[config.mk]
export PLATFORM = sky130hd
export DESIGN_NAME = sha_digest_collector
export DESIGN_NICKNAME = d
export VERILOG_FILES = /design/src/rtl/sha_pkg.sv /design/src/rtl/sha_digest_collector.sv
export SDC_FILE = /design/constraint.sdc
export NUM_CORES = 1
export LEC_CHECK = 0
export ABC_AREA = 1
export CAP_MARGIN = 20
export CORE_ASPECT_RATIO = 2
export CORE_UTILIZATION = 35
export DETAILED_ROUTE_END_ITERATION = 8
export HOLD_SLACK_MARGIN = 0.02
export PLACE_DENSITY = 0.65
export SLEW_MARGIN = 10
export SYNTH_ARGS = -nofsm -noshare
export SYNTH_HDL_FRONTEND = slang
export SYNTH_SLANG_ARGS = --single-unit
[constraint.sdc]
create_clock -name ACLK -period 3 [get_ports ACLK]
set_input_delay 0.45 -clock ACLK [delete_from_list [all_inputs] [get_ports ACLK]]
set_output_delay 0.45 -clock ACLK [all_outputs]
set_load 0.05 [all_outputs]
[src/rtl/sha_pkg.sv]
// Shared types and helpers for the SHA-3 stream digest path.
package sha_pkg;

    localparam int MAX_DIGEST_BITS = 512;

    typedef enum logic [1:0] {
        SHA224 = 2'd0,
        SHA256 = 2'd1,
        SHA384 = 2'd2,
        SHA512 = 2'd3
    } sha_mode_t;

    typedef enum logic [1:0] {
        ST_IDLE,
        ST_COLLECT,
        ST_DRAIN,
        ST_HOLD
    } coll_state_t;

    function automatic int digest_words(input sha_mode_t mode, input int dw);
        int bits;
        case (mode)
            SHA224:  bits = 224;
            SHA256:  bits = 256;
            SHA384:  bits = 384;
            default: bits = 512;
        endcase
        return bits / dw;
    endfunction

endpackage

[src/rtl/sha_digest_collector.sv]
// Assembles streamed digest words into one register and holds it
// under a valid/ready handshake, flagging beat-count mismatches.
module sha_digest_collector #(
    parameter int DATA_WIDTH      = 16,
    parameter int MAX_DIGEST_BITS = sha_pkg::MAX_DIGEST_BITS
) (
    input  logic                       ACLK,
    input  logic                       ARESET,
    input  logic                       S_TVALID,
    output logic                       S_TREADY,
    input  logic [DATA_WIDTH-1:0]      S_TDATA,
    input  logic                       S_TLAST,
    input  logic [1:0]                 S_TUSER,
    output logic [MAX_DIGEST_BITS-1:0] digest_o,
    output logic [1:0]                 digest_len_o,
    output logic                       digest_valid_o,
    input  logic                       digest_ready_i,
    output logic                       err_o,
    output logic                       busy_o
);
    import sha_pkg::*;

    localparam int WI_W = 5;

    coll_state_t                state_q, state_d;
    logic [WI_W-1:0]            wi_q, wi_d;
    logic [MAX_DIGEST_BITS-1:0] dig_q, dig_d;
    sha_mode_t                  len_q, len_d;
    logic                       err_q, err_d;
    logic                       beat;
    logic [WI_W-1:0]            last_idx;

    assign S_TREADY       = (state_q != ST_HOLD);
    assign beat           = S_TVALID && S_TREADY;
    assign last_idx       = WI_W'(digest_words(len_q, DATA_WIDTH) - 1);
    assign digest_o       = dig_q;
    assign digest_len_o   = len_q;
    assign digest_valid_o = (state_q == ST_HOLD);
    assign err_o          = err_q;
    assign busy_o         = (state_q == ST_COLLECT) || (state_q == ST_DRAIN);

    always_comb begin
        state_d = state_q;
        wi_d    = wi_q;
        dig_d   = dig_q;
        len_d   = len_q;
        err_d   = err_q;
        case (state_q)
            ST_IDLE: begin
                if (beat) begin
                    dig_d                 = '0;
                    dig_d[DATA_WIDTH-1:0] = S_TDATA;
                    len_d                 = sha_mode_t'(S_TUSER);
                    err_d                 = 1'b0;
                    wi_d                  = WI_W'(1);
                    // Every variant needs well over one word, so a lone beat is short.
                    if (S_TLAST) begin
                        state_d = ST_HOLD;
                        err_d   = 1'b1;
                    end else begin
                        state_d = ST_COLLECT;
                    end
                end
            end
            ST_COLLECT: begin
                if (beat) begin
                    dig_d[wi_q*DATA_WIDTH +: DATA_WIDTH] = S_TDATA;
                    if (wi_q == last_idx) begin
                        state_d = S_TLAST ? ST_HOLD : ST_DRAIN;
                        err_d   = !S_TLAST;
                    end else begin
                        wi_d = wi_q + 1'b1;
                        if (S_TLAST) begin
                            state_d = ST_HOLD;
                            err_d   = 1'b1;
                        end
                    end
                end
            end
            ST_DRAIN: begin
                if (beat && S_TLAST) begin
                    state_d = ST_HOLD;
                end
            end
            ST_HOLD: begin
                if (digest_ready_i) begin
                    state_d = ST_IDLE;
                end
            end
            default: state_d = ST_IDLE;
        endcase
    end

    always_ff @(posedge ACLK) begin
        if (ARESET) begin
            state_q <= ST_IDLE;
            wi_q    <= '0;
            dig_q   <= '0;
            len_q   <= SHA224;
            err_q   <= 1'b0;
        end else begin
            state_q <= state_d;
            wi_q    <= wi_d;
            dig_q   <= dig_d;
            len_q   <= len_d;
            err_q   <= err_d;
        end
    end

endmodule

; After elaboration in Yosys (flattened, before gate mapping)
; Index checks and enable logic that the tools add are counted.
[word_totals]
register_bits = 522
inputBits = 23
out_inout_bits = 518
elab_cells = 62
[op_classes]
add_sub_neg = 4
eq_ne = 13
shift = 2
n_mux = 24
bitwise_logic = 1
reduce_logical = 13
[op_table]
columns = operator, n
row1 = $mux W512, 2
row2 = $pmux W512 S2, 1
row3 = $bwmux W512, 1
row4 = $shift A16 B34 Y512 const A, 1
row5 = $shiftx A16 B34 Y512, 1
row6 = $neg A9 Y34, 1
row7 = $pmux W9 S3, 1
row8 = $mux W5, 3
row9 = $mux W2, 7
row10 = $pmux W5 S2, 1
row11 = $ne A2 B2 Y1 const B, 4
row12 = $pmux W2 S4, 1
row13 = $reduce_and A4 Y1, 2
row14 = $eq A2 B2 Y1 const B, 3
row15 = $mux W1, 6
row16 = $add A5 B1 Y5, 1
row17 = $add A5 B1 Y5 const B, 1
row18 = $eq A5 B5 Y1, 1
row19 = $reduce_and A5 Y1, 1
row20 = $sub A5 B2 Y5 const B, 1
row21 = $eq A2 B1 Y1 const B, 2
row22 = $logic_not A2 Y1, 2
row23 = $ne A2 B1 Y1 const B, 2
row24 = $reduce_or A4 Y1, 1
row25 = 9 further kinds, 10

; Logic depth before layout (Yosys ltp)
[depth]
ltp_word = 10
mapped_depth = 19
mapped_depth_nobuf = 16

; Worst setup path after synthesis
; OpenSTA, ideal clock, no wires.
[synth_path]
path_kind = reg2reg
start = reg wi_q[0]
end = reg dig_q[278] (netlist: digest_o[278])
setup_ns = 0.132
arrival_time_ns = 2.735
required_time_ns = 2.868
path_slack_ns = 0.133
stages_incl_launch_ff = 18
path_buffers = 4
synth_period_minus_slack_ns = 2.867
cell_sequence = dfxtp_1 > inv_2 > buf_4 > clkbuf_1 > ha_1 > inv_1 > nor2_1 > inv_1 > nor2_1 > ha_1 > inv_1 > nand3_1 > inv_2 > buf_4 > nand4_1 > buf_2 > nand3_1 > a21oi_1
[synth_via]
elab_chain_cells = 5
word_cells_on_any_way = 6
cone_classes = add/sub (1) / shift (2) / mux (3)
[synth_lines]
columns = item, line_no
row1 = start: declaration, sha_digest_collector.sv:26  ; logic [WI_W-1:0] wi_q, wi_d;
row2 = start signal: assignment, sha_digest_collector.sv:103  ; wi_q <= wi_d;
row3 = $neg A9 Y34 *, sha_digest_collector.sv:67  ; dig_d[wi_q*DATA_WIDTH +: DATA_WIDTH] = S_TDATA;
row4 = $shiftx A16 B34 Y512 / $shift A16 B34 Y512 (equally long branches), sha_digest_collector.sv:67
row5 = $bwmux W512 *, sha_digest_collector.sv:67
row6 = $mux W512 *, sha_digest_collector.sv:66  ; if (beat) begin
row7 = $pmux W512 S2 *, sha_digest_collector.sv:48  ; case (state_q)
row8 = end signal: assignment, sha_digest_collector.sv:104  ; dig_q <= dig_d;
row9 = end: declaration, sha_digest_collector.sv:27  ; logic [MAX_DIGEST_BITS-1:0] dig_q, dig_d;
; Mark *: on every way between the ends. The rest lies on a longest branch, timed or not. The select of a mux whose other input is x is not followed.
; A chain may end at the register's enable or synchronous reset.

; Worst setup path in the final report
[layout_path]
start = reg wi_q[1]
end = reg dig_q[158] (netlist: digest_o[158])
; Same word-level chain as after synthesis.

==> run metrics <==
maximum number of pins on one net before global-route repair=201; Ys Warns=0; Net Switching=0.007284 W; min-delay worst type=primary input to flop; worst-margin pin slew=1.129 ns; Residual DRC=0; latest clock arrival within the worst-skew pair=0.59 ns; Worst VDD drop=0.4002 mV; CTS hold repair buffers=0; Crit path arrival time=3.39 ns; min Tclk post-route=2.887 ns; CP required=3.51 ns; power density over the cells=624.4 nW/um2; Root Driver=clkbuf_16; Clock power frac=33.2%; TritonCTS Buffers=48; number of global-route vias before repair=22860; Multi-input gate area=10510 um2; outcome=complete, no violations; Die Y=362 um; Core ar.=63920 um2; Hold Fails Final Rpt=0; Top delay family on crit path=simple AND/OR/NAND/NOR gates; share of layout cells above drive strength 1=7.550%; Internal=0.01175 W; maxcap violations=0; mean routed wirelength per cell=24.04 um; library cells used by synthesis=28; die area=65880 um2; crit path buf inv count=2; CTS clock-pin slew for the worst setup and hold paths=0.07 ns; Clock Tree Buf Depth=3; Vias=24570; Final Wtd Congestion=0.9089; Final Setup Violations=0; number of diodes=0; detailed placement HPWL=72420 um; FF+latch area=10450 um2; H-tree levels=2; CTS Sinks=522; flops & latches, synth=522; Layout fillers=6421; setup tns final=0 ns; post-synthesis cell count=3034; Max FO, Critical Path=21; Total Wirelength=102600 um; antenna violations before repair=3; commonest non-fill, non-tap cell in the layout=nand3_1; post-synth top area share=46.07%; Startpoint Class=flop; most frequent cells in the layout=541 x nand3_1, 539 x clkdlybuf4s50_1, 522 x dfxtp_1, 492 x a21oi_1, 332 x nand4_1; vias per cell=5.756; cell type with the largest total area after synthesis=dfxtp_1; FP Rows=131; Syn Area/Cell=7.475 um2; drt pass-1 iters=6; Gate power share=28.8%; WS Path Type=flop to flop; fin crit share=96.25%; unrepaired setup endpoints after global routing=no; GR Overflow Total=0; Global Route Usage Sum=30.00%; initial core utilization=35.48%; first-pass GRT wire length=149700 um; Switching Fraction=38.26%; maximum clock rate=346.3 MHz; Synth-to-Final Area Change=34.42%; DRT antenna net count=0; starting DRC count in detailed routing=2287; sequential share of the synthesized area=46.07%; Post-CTS Setup Inserts=0; I/O pin count=541; Final Max Tran Viols=0; Crit-path slowest cell=nor3_1; CTS tree=yes; Place WS=0.1465 ns; Clock Skew=0.01872 ns; leakage=9.530 nW; syn_nets=3064; Slew HR=24.76%; Layout Nets=3467; CP cell instances=inv_1 > ha_1 > inv_2 > nor3_1 > nand2_1 > nor2_1 > nand4_1 > a21oi_1; area of the mapped netlist=22680 um2; Worst setup EP type=flop; Sequential Power Share=38.1%; Die W=182 um; Final WS setup=0.1125 ns; Synth area leaders=dfxtp_1 46%, nand3_1 12%, a21oi_1 11%, nand4_1 9.2%, nor2_1 5.4%; port bufs=540; Slowest Stage Delay on Critical Path=0.61 ns
[metal layers]
metal / part of all wire (%) / up-vias / track usage (%)
li1: - / 11460 / -
met1: 38 / 11720 / 35.23
met2: 47 / 1147 / 49.00
met3: 7.5 / 235 / 5.733
met4: 7.6 / 6 / 20.96
met5: 0.037 / - / 0
[repair_timing]
item | CTS | global route
hold endpoints to repair | 0 | 0
resized for setup | 0 | 1
setup endpoints to repair | 0 | 4
[cell type report]
type	instances	area share, %
multi-input cells	2120	34.48
flip-flops and latches	522	34.28
well taps	798	3.275
repair buffers	670	21.85
inverters	75	0.9849
clock inverters	14	0.4432
clock buffers	69	4.695
[cell families after synthesis]
| logic type | share of synthesized area [%] |
|---|---|
| xor+xnor | 0.03862 |
| fa+ha+maj | 0.3861 |
| flops | 46.07 |
| compound gates | 11.50 |
| buf+inv | 7.712 |
| simple gates | 34.29 |
[stage by stage]
stage	hold WS [ns]	power (W)	std cells	utilization [%]	instance area, um2
floorplan	0.4720	0.01092	3034	-	22680
global placement	0.4557	0.01282	4185	45.24	28920
detailed placement	0.4634	0.01283	4185	45.24	28920
CTS	0.2426	0.01908	4268	47.69	30490
global route	0.2652	0.01970	4268	47.69	30490
finish	0.2636	0.01904	4268	47.69	30490
[power by group through the flow]
| stage | Clock (W) | Sequential (W) | Combinational (W) |
|---|---|---|---|
| floorplan | 0 | 0.00788 | 0.00304 |
| global placement | 0 | 0.00741 | 0.00541 |
| detailed placement | 0 | 0.00741 | 0.00542 |
| CTS | 0.00641 | 0.00725 | 0.00542 |
| global route | 0.00665 | 0.00726 | 0.00580 |
| finish | 0.00631 | 0.00725 | 0.00547 |
[state kept, by name (all words and copies together), names as in the netlist]
signal and cells:
state_q 2, digest_o 512, err_o 1, digest_len_o 2, wi_q 5
[cells in the mapped netlist]
master      n
inv_1      57
nor2_1    326
xor2_1      1
nor3_4      7
ha_1        7
dfxtp_1   522
nand4_1   332
clkbuf_1  137
nand4_2     1
inv_2      16
o22ai_1     1
inv_4       2
a21oi_1   492
nor2_4      1
nand4_4     1
o21ai_2     1
buf_1      39
nand2_4     2
nand2_2     1
nand2_1   310
buf_2     116
nor3_1     52
nor2_2      6
buf_4      16
nand3_1   541
o21ai_0    26
nand3_2    12
buf_6       9
[worst register-to-register path: cells and delay by family, from the launching register on]
family	cells	cell delay (ns)
compound gates	1	0.18
fa+ha+maj	1	0.52
buf+inv	2	0.40
simple gates	4	1.33
flops	1	0.40
[final timing paths]
| check | from | to | slack [ns] | cells past startpoint |
|---|---|---|---|---|
| worst min register to register | err_o | err_o | 0.47 | 2 |
| worst max-delay path | wi_q[1] | digest_o[158] | 0.11 | 8 |
| worst max register to register | wi_q[1] | digest_o[158] | 0.11 | 8 |
| worst min-delay path | ARESET | digest_o[139] | 0.26 | 2 |
Power figures use the tool's default switching activity.
